`src/rtl/mdio_master_ctrl.sv`:
```
// mdio_master_ctrl: Clause-22 MDIO master, MDC generation and 64-bit frame serialiser
module mdio_master_ctrl #(
    parameter int MDC_DIV = 10
) (
    input  logic        clk,
    input  logic        reset,
    input  logic        cmd_valid,
    output logic        cmd_ready,
    input  logic        cmd_write,
    input  logic [4:0]  cmd_phy_addr,
    input  logic [4:0]  cmd_reg_addr,
    input  logic [15:0] cmd_wdata,
    output logic        busy,
    output logic        done,
    output logic        rd_valid,
    output logic [15:0] rd_data,
    output logic        ta_err,
    output logic        mdc,
    output logic        mdio_out,
    output logic        mdio_oe,
    input  logic        mdio_in
);
    typedef enum logic [1:0] {IDLE, SHIFT, DONE} state_t;
    state_t      state, state_nx;
    logic [7:0]  div_cnt;
    logic        phase;
    logic [5:0]  bit_cnt;
    logic        is_write;
    logic [31:0] frame_lo;
    logic [15:0] shreg;
    logic        ta_err_q;
    logic        wrap, rise, last;
    assign wrap = div_cnt == 8'(MDC_DIV - 1);
    assign rise = state == SHIFT && wrap && !phase;
    assign last = state == SHIFT && wrap && phase && bit_cnt == 6'd63;
    // next state and outputs decoded from registered state; bits 0..31 are preamble ones
    always_comb begin
        state_nx  = (state == IDLE && cmd_valid) ? SHIFT : last ? DONE : (state == DONE) ? IDLE : state;
        cmd_ready = state == IDLE;
        busy      = state != IDLE;
        done      = state == DONE;
        rd_valid  = done && !is_write;
        ta_err    = rd_valid && ta_err_q;
        mdc       = phase;
        mdio_oe   = state == SHIFT && (is_write || bit_cnt < 6'd46);
        mdio_out  = (state == SHIFT && bit_cnt[5]) ? frame_lo[~bit_cnt[4:0]] : 1'b1;
    end
    // command capture, MDC divider, bit counter and read-data capture
    always_ff @(posedge clk) begin
        if (reset) begin
            state    <= IDLE;
            div_cnt  <= '0;
            phase    <= 1'b0;
            bit_cnt  <= '0;
            is_write <= 1'b0;
            frame_lo <= '0;
            shreg    <= '0;
            ta_err_q <= 1'b0;
            rd_data  <= '0;
        end else begin
            state <= state_nx;
            if (state == IDLE && cmd_valid) begin
                div_cnt  <= '0;
                phase    <= 1'b0;
                bit_cnt  <= '0;
                is_write <= cmd_write;
                frame_lo <= {2'b01, cmd_write ? 2'b01 : 2'b10, cmd_phy_addr, cmd_reg_addr,
                             cmd_write ? {2'b10, cmd_wdata} : 18'h3_FFFF};
            end else if (state == SHIFT) begin
                div_cnt <= wrap ? 8'd0 : div_cnt + 8'd1;
                if (wrap) phase <= !phase;
                if (wrap && phase) bit_cnt <= bit_cnt + 6'd1;
                if (rise && bit_cnt == 6'd47) ta_err_q <= mdio_in;
                if (rise && bit_cnt >= 6'd48) shreg <= {shreg[14:0], mdio_in};
                if (last && !is_write) rd_data <= shreg;
            end
        end
    end
endmodule

```
`config.mk`:
```
export PLATFORM = sky130hd
export DESIGN_NAME = mdio_master_ctrl
export DESIGN_NICKNAME = d
export VERILOG_FILES = /design/src/rtl/mdio_master_ctrl.sv
export SDC_FILE = /design/constraint.sdc
export NUM_CORES = 1
export LEC_CHECK = 0
export ABC_CLOCK_PERIOD_IN_PS = 2040
export CELL_PAD_IN_SITES_DETAIL_PLACEMENT = 0
export CELL_PAD_IN_SITES_GLOBAL_PLACEMENT = 1
export CORE_MARGIN = 1.5
export CORE_UTILIZATION = 37
export DETAILED_ROUTE_END_ITERATION = 6
export GPL_TIMING_DRIVEN = 0
export PLACE_DENSITY = 0.82
export SETUP_SLACK_MARGIN = 0.05
export SLEW_MARGIN = 40
export SYNTH_ARGS = -nofsm -noshare
export SYNTH_HDL_FRONTEND = slang
export SYNTH_SLANG_ARGS = --single-unit
```
`constraint.sdc`:
```
create_clock -name clk -period 2.04 [get_ports clk]
set_clock_uncertainty 0.1 [all_clocks]
set_input_delay 0.204 -clock clk [delete_from_list [all_inputs] [get_ports clk]]
set_output_delay 0.204 -clock clk [all_outputs]
set_load 0.1 [all_outputs]
```
==> reports/metrics.csv, run 1 <==
stage,metric,value,unit
route,drt total wl,7470,um
sta,Setup WS post-layout,-400,ps
grt,initial antenna violation count,0,
route,via count,2810,
route,"antenna viol nets, final",0,
synthesis,Synth warnings,0,
layout,diode count,0,
route,routed wire length per instance,12.9,um
setup_path,Critical Setup Path Class,register to output port,
setup_path,crit path DAT,2140,ps
layout,share of cells above drive strength 1,0.208,
clocking,H-tree depth,3,
sta,Worst Tran Pin Value,478,ps
setup_path,"Slowest-stage cell, CP",mux4_2,
clocking,clock buffer depth,2,
clocking,CTS Hold Bufs,0,
sta,Final period util,1.20,
synthesis,Mapped Area,3550,um2
synthesis,leading area contributor after synthesis,dfxtp_1,
layout,most frequent cells in the layout,"73 x dfxtp_1, 36 x mux2i_1, 35 x nand2b_1",
clocking,"Reg clk slew, reported paths",100,ps
layout,Final Instance Area,4510,um2
synthesis,Post-synth top flop,dfxtp_1,
power,VDD IR max,0.000296,V
grt,largest net degree at the start of global routing,17,
clocking,Num CTS Buffers,9,
synthesis,Syn Area/Cell,9.52,um2
grt,vias in the first global route,2707,
clocking,CTS tree,yes,
synthesis,post-synthesis sequential area ratio,0.446,
clocking,clk sink count,79,
layout,"most common cell after layout, fill and taps aside",dfxtp_1,
route,Via density,4.84,
floorplanning,Core Region,9280,um2
power,PD cells,693,nW/um2
clocking,Clock Latency Late Sink,360,ps
sta,RSZ-0062 raised after global routing,yes,
synthesis,Synth area leaders,"dfxtp_1 45%, mux2i_1 10%, nand2b_1 6.2%",
clocking,clock root buffer,clkbuf_8,
setup_path,Worst Reg-to-Reg Cells,8,
placement,port bufs,53,
route,DR iter-0 viols,69,
placement,Place WS,-186,ps
sta,"Setup violations, final",1,
floorplanning,starting density of the core,0.382,
status,status,finished with violations,
setup_path,RR Startpoint,bit_cnt[0]$_SDFFE_PP0P_,
synthesis,"FF+latch count, synth",79,
grt,final global-route overflow total,0,
worst_hold_path,hold path cells,3,
sta,final hold vios,0,
grt,first-pass GRT wire length,12600,um
floorplanning,Die X,101,um
synthesis,"EDFF count, synth",0,
setup_path,crit path capture type,output port,
layout,Area Overhead vs Synth,26.9,%
sta,Slew headroom,0.681,
floorplanning,cell row count,35,
worst_hold_path,hold endpoint,rd_data[5]$_SDFFE_PP0P_,
synthesis,"Async S/R FF share, synth",0,
placement,dpl cell area,4160,um2
status,failing checks,negative setup slack,
grt,GRT Overall Usage,0.156,
setup_path,RR Endpoint,rd_data[11]$_SDFFE_PP0P_,
placement,Placer Congestion,0.840,
layout,nets,480,
floorplanning,Ports,55,
synthesis,top cell type's share of synthesized area,0.446,
synthesis,syn_nets,407,
synthesis,Netlist cell types,49,
worst_hold_path,HP Class,input port to register,
route,DRC viols,0,
setup_path,R2R Setup Slk,10,ps
setup_path,"critical path fanouts, max",3,
route,first-pass detailed-route iteration total,4,
setup_path,"Req. time, crit path",1740,ps
power,Pleak,1.72,nW
synthesis,synthesized netlist cell count,373,
floorplanning,Die Ht,101,um
setup_path,CP startpoint kind,register,
sta,Peak Freq,410,MHz
sta,fin. max-slew vios,0,
worst_hold_path,Worst Hold Launch,reset,
floorplanning,Die ar.,10200,um2
setup_path,Max stage delay on crit path,480,ps
sta,Tmin final,2440,ps
placement,DP HPWL,5440,um
setup_path,CP Cell Sequence,buf_4 -> mux4_2 -> nand2_1 -> o211ai_1 -> a311o_2 -> buf_12,
flow_run,max_cap viols,0,
-- cell usage after synthesis (all sizes together) (3+ instances only) --
cell / count
a21oi: 18
and2: 3
buf: 8
clkbuf: 16
dfxtp: 79
ha: 3
inv: 8
mux2: 4
mux2i: 37
mux4: 4
nand2: 30
nand2b: 35
nand3: 6
nand4: 4
nor2: 34
nor2b: 3
nor3: 21
nor3b: 20
o21ai: 3
xnor2: 6
-- per-layer routing --
layer | global-route usage | vias to the layer above | part of all wire
li1 | - | 1432 | -
met1 | 0.214 | 1327 | 0.51
met2 | 0.247 | 43 | 0.45
met3 | 0.0298 | 8 | 0.031
met4 | 0.0545 | 0 | 0.014
met5 | 0 | - | 0
-- critical path, delay by kind of cell, from the launching register on --
family,cells,cell delay (ps)
AO/OA/AOI/OAI,2,530
multiplexers,1,480
flip-flops,1,380
buffers and inverters,2,300
AND/OR/NAND/NOR,1,90
-- stage by stage --
step / hold WS, ps / total power, mW / instances / util / TNS [ps]
6_report: 248 / 3.12 / 580 / 0.485 / -400
5_1_grt: 288 / 3.24 / 580 / 0.485 / -1040
4_1_cts: 234 / 3.14 / 577 / 0.479 / -423
3_5_place_dp: 343 / 1.95 / 555 / 0.448 / -5330
3_3_place_gp: 339 / 1.95 / 555 / 0.461 / -6680
2_1_floorplan: 240 / 1.84 / 373 / - / -166
-- kinds of logic (layout without fill, tap and decap cells) --
| group | after synthesis | after routing | share of synthesized area |
|---|---|---|---|
| adder cells (fa/ha/maj) | 3 | 3 | 0.0106 |
| XOR/XNOR | 8 | 8 | 0.0197 |
| AND/OR/NAND/NOR | 171 | 171 | 0.276 |
| buffers and inverters | 32 | 110 | 0.0441 |
| flip-flops | 79 | 79 | 0.446 |
| AO/OA/AOI/OAI | 35 | 35 | 0.0613 |
| multiplexers | 45 | 45 | 0.142 |
-- state kept, by name, indices dropped and copies added (netlist names) --
name      count
frame_lo     29
rd_data      16
shreg        16
div_cnt       8
bit_cnt       6
state         2
mdc           1
ta_err_q      1
-- how the worst max path moves through the flow --
stage | end | slack, ps | startpoint
floorplan | ta_err | -170 | state[0]$_SDFFE_PP0P_
global placement | mdio_out | -830 | bit_cnt[0]$_SDFFE_PP0P_
detailed placement | frame_lo[20]$_SDFFE_PP0P_ | -190 | cmd_valid
CTS | mdio_out | -420 | bit_cnt[0]$_SDFFE_PP0P_
global route | mdio_out | -460 | bit_cnt[0]$_SDFFE_PP0P_
finish | mdio_out | -400 | bit_cnt[0]$_SDFFE_PP0P_
-- layout make-up --
class | count | area (um2)
multi-input combinational | 262 | 1860
clock buffer | 10 | 149
timing repair buffer | 62 | 504
inverter | 8 | 30.0
clock inverter | 6 | 56.3
fill | 928 | 4780
buffer | 24 | 149
tap | 129 | 161
sequential | 79 | 1600
-- what timing repair did --
action | 4_1_cts | 5_1_grt
buffers inserted | 6 | 3
endpoints found under the setup margin | 29 | 44
endpoints found under the hold margin | 0 | 0
pin swaps | 3 | 1
gates resized for setup | 13 | 17
-- report_power, final --
part           internal [mW]  switching [mW]  total [mW]
Sequential              1.59          0.0335        1.62
Clock                  0.544           0.653        1.20
Combinational          0.146           0.160       0.306
Note: power is estimated with default switching activity, not from simulation.
==> run 2, diff against run 1 <==
--- a/config.mk
+++ b/config.mk
@@ -5,7 +5,7 @@
 export SDC_FILE = /design/constraint.sdc
 export NUM_CORES = 1
 export LEC_CHECK = 0
-export ABC_CLOCK_PERIOD_IN_PS = 2040
+export ABC_CLOCK_PERIOD_IN_PS = 2000
 export CELL_PAD_IN_SITES_DETAIL_PLACEMENT = 0
 export CELL_PAD_IN_SITES_GLOBAL_PLACEMENT = 1
 export CORE_MARGIN = 1.5
==> constraint.sdc (replaced) <==
create_clock -name clk -period 2 [get_ports clk]
set_clock_uncertainty 0.1 [all_clocks]
set_input_delay 0.2 -clock clk [delete_from_list [all_inputs] [get_ports clk]]
set_output_delay 0.2 -clock clk [all_outputs]
set_load 0.1 [all_outputs]
==> run 2 against run 1 <==
The flow still finishes with violations (negative setup slack); critical path depth stayed put; global-route usage increased by 0.10 points; design area hardly changed; setup slack worse by 33 ps; worst hold slack worse by 4.5 ps; non-clock buffer count decreased by 1; utilization hardly changed; register-to-register slack worse by 40 ps; critical endpoint unchanged; combinational power is 2% higher; clock-buffer cell count is the same; sequential share of layout area is 0.085 points lower.
==> reports/metrics.csv, run 2 (synthesis results as in run 1) <==
stage,metric,value,unit,change
status,status,finished with violations,,unchanged
status,failing checks,negative setup slack,,unchanged
clocking,clk sink count,79,,unchanged
floorplanning,Ports,55,,unchanged
grt,vias in the first global route,2729,,was 2707
clocking,CTS tree,yes,,unchanged
grt,GRT Overall Usage,0.157,,was 0.156
floorplanning,Core Region,9280,um2,unchanged
setup_path,RR Startpoint,bit_cnt[0]$_SDFFE_PP0P_,,unchanged
floorplanning,Die Ht,101,um,unchanged
worst_hold_path,HP Class,input port to register,,unchanged
power,Pleak,1.72,nW,about the same
route,via count,2791,,was 2810
layout,"most common cell after layout, fill and taps aside",dfxtp_1,,unchanged
layout,max reg flops,29,,unchanged
floorplanning,Die ar.,10200,um2,unchanged
route,routed wire length per instance,13.0,um,was 12.9 um
worst_hold_path,Worst Hold Launch,reset,,unchanged
sta,Worst Tran Pin Value,483,ps,was 478 ps
floorplanning,starting density of the core,0.382,,unchanged
clocking,Clock Latency Late Sink,360,ps,about the same
layout,most frequent cells in the layout,"73 x dfxtp_1, 36 x mux2i_1, 35 x nand2b_1",,unchanged
setup_path,crit path DAT,2130,ps,was 2140 ps
placement,DP HPWL,5440,um,unchanged
clocking,clock root buffer,clkbuf_8,,unchanged
sta,Peak Freq,411,MHz,
layout,Top reg by flops,frame_lo,,unchanged
layout,share of cells above drive strength 1,0.204,,was 0.208
setup_path,crit path capture type,output port,,unchanged
setup_path,CP startpoint kind,register,,unchanged
sta,RSZ-0062 raised after global routing,yes,,unchanged
sta,Tmin final,2430,ps,
clocking,"Reg clk slew, reported paths",100,ps,about the same
placement,port bufs,53,,unchanged
power,PD cells,707,nW/um2,was 693 nW/um2
setup_path,R2R Setup Slk,-30,ps,was 10 ps
layout,Regs by FF count,"frame_lo: 29 flops, rd_data: 16 flops, shreg: 16 flops",,unchanged
grt,largest net degree at the start of global routing,17,,unchanged
sta,"Setup violations, final",11,,was 1
sta,Final period util,1.22,,
setup_path,Critical Setup Path Class,register to output port,,unchanged
setup_path,Worst Reg-to-Reg Cells,8,,unchanged
grt,initial antenna violation count,0,,unchanged
power,VDD IR max,0.000303,V,was 0.000296 V
sta,Setup WS post-layout,-434,ps,was -400 ps
flow_run,max_cap viols,0,,unchanged
placement,Placer Congestion,0.840,,unchanged
route,DR iter-0 viols,64,,was 69
sta,final hold vios,0,,unchanged
placement,dpl cell area,4160,um2,unchanged
route,Via density,4.82,,was 4.84
layout,nets,479,,was 480
sta,TNS Setup,-565,ps,was -400 ps
setup_path,"critical path fanouts, max",3,,unchanged
grt,final global-route overflow total,0,,unchanged
layout,diode count,0,,unchanged
layout,Final Instance Area,4510,um2,about the same
sta,fin. max-slew vios,0,,unchanged
worst_hold_path,hold endpoint,rd_data[5]$_SDFFE_PP0P_,,unchanged
floorplanning,cell row count,35,,unchanged
setup_path,"Req. time, crit path",1700,ps,was 1740 ps
route,first-pass detailed-route iteration total,4,,unchanged
clocking,clock buffer depth,2,,unchanged
grt,first-pass GRT wire length,12700,um,was 12600 um
setup_path,RR Endpoint,rd_data[11]$_SDFFE_PP0P_,,unchanged
clocking,H-tree depth,3,,unchanged
route,"antenna viol nets, final",0,,unchanged
floorplanning,Die X,101,um,unchanged
worst_hold_path,hold path cells,3,,unchanged
clocking,Num CTS Buffers,9,,unchanged
route,drt total wl,7500,um,was 7470 um
sta,Slew headroom,0.678,,was 0.681
power,power consumption,3.19,mW,was 3.12 mW
route,DRC viols,0,,unchanged
layout,Area Overhead vs Synth,27.0,%,was 26.9%
[run 2: changes by cell type in the layout (fill, tap and decap cells not counted), sizes merged]
| cell | previous run | this run |
|---|---|---|
| buf | 41 | 39 |
| clkbuf | 26 | 27 |
[run 2: power by group]
part	switching, mW	internal, mW	leakage (nW)
registers	0.0344	1.62	0.646
logic	0.164	0.149	0.969
clock network	0.665	0.555	0.102
[run 2: cell type report]
cell class,count,area (um2)
fill,923,4770
multi-input combinational,262,1860
tap,129,161
clock inverter,6,56.3
timing repair buffer,61,508
sequential,79,1590
buffer,24,154
inverter,8,30.0
clock buffer,10,149
[run 2: layer usage]
| metal | vias up | wire length (um) | track usage | part of all wire |
|---|---|---|---|---|
| li1 | 1430 | - | - | - |
| met1 | 1316 | 3830 | 0.215 | 0.51 |
| met2 | 37 | 3370 | 0.248 | 0.45 |
| met3 | 8 | 203 | 0.0298 | 0.027 |
| met4 | 0 | 104 | 0.0545 | 0.014 |
| met5 | - | 0 | 0 | 0 |
[run 2: worst max-delay path by stage]
stage,depth (start not counted),to,slack (ps),startpoint
after global placement,6,mdio_out,-870,bit_cnt[0]$_SDFFE_PP0P_
after CTS,6,mdio_out,-460,bit_cnt[0]$_SDFFE_PP0P_
after global routing,6,mdio_out,-500,bit_cnt[0]$_SDFFE_PP0P_
after detailed placement,6,frame_lo[20]$_SDFFE_PP0P_,-220,cmd_valid
final,6,mdio_out,-430,bit_cnt[0]$_SDFFE_PP0P_
after floorplan,3,ta_err,-200,state[0]$_SDFFE_PP0P_
[run 2: worst max-delay path, stage by stage, from the launching register on]
cell and delay [ps]:
dfxtp_4 380, buf_4 120, mux4_2 480, nand2_1 90, o211ai_1 90, a311o_2 430, buf_12 180
[run 2: per-stage QoR]
step                       util  setup slack, ps  std cells  hold slack (ps)
after floorplan               -             -202        373              236
after global placement    0.461             -871        555              339
after detailed placement  0.448             -222        555              343
after CTS                 0.480             -455        578              230
after global routing      0.486             -500        579              284
final                     0.486             -434        579              244
[run 2: timing repair]
| item | 4_1_cts | 5_1_grt |
|---|---|---|
| gates resized for setup | 16 | 15 |
| pin swaps | 4 | 2 |
| hold buffers | 0 | 0 |
| buffers inserted | 7 | 1 |
| setup endpoints to repair | 48 | 51 |
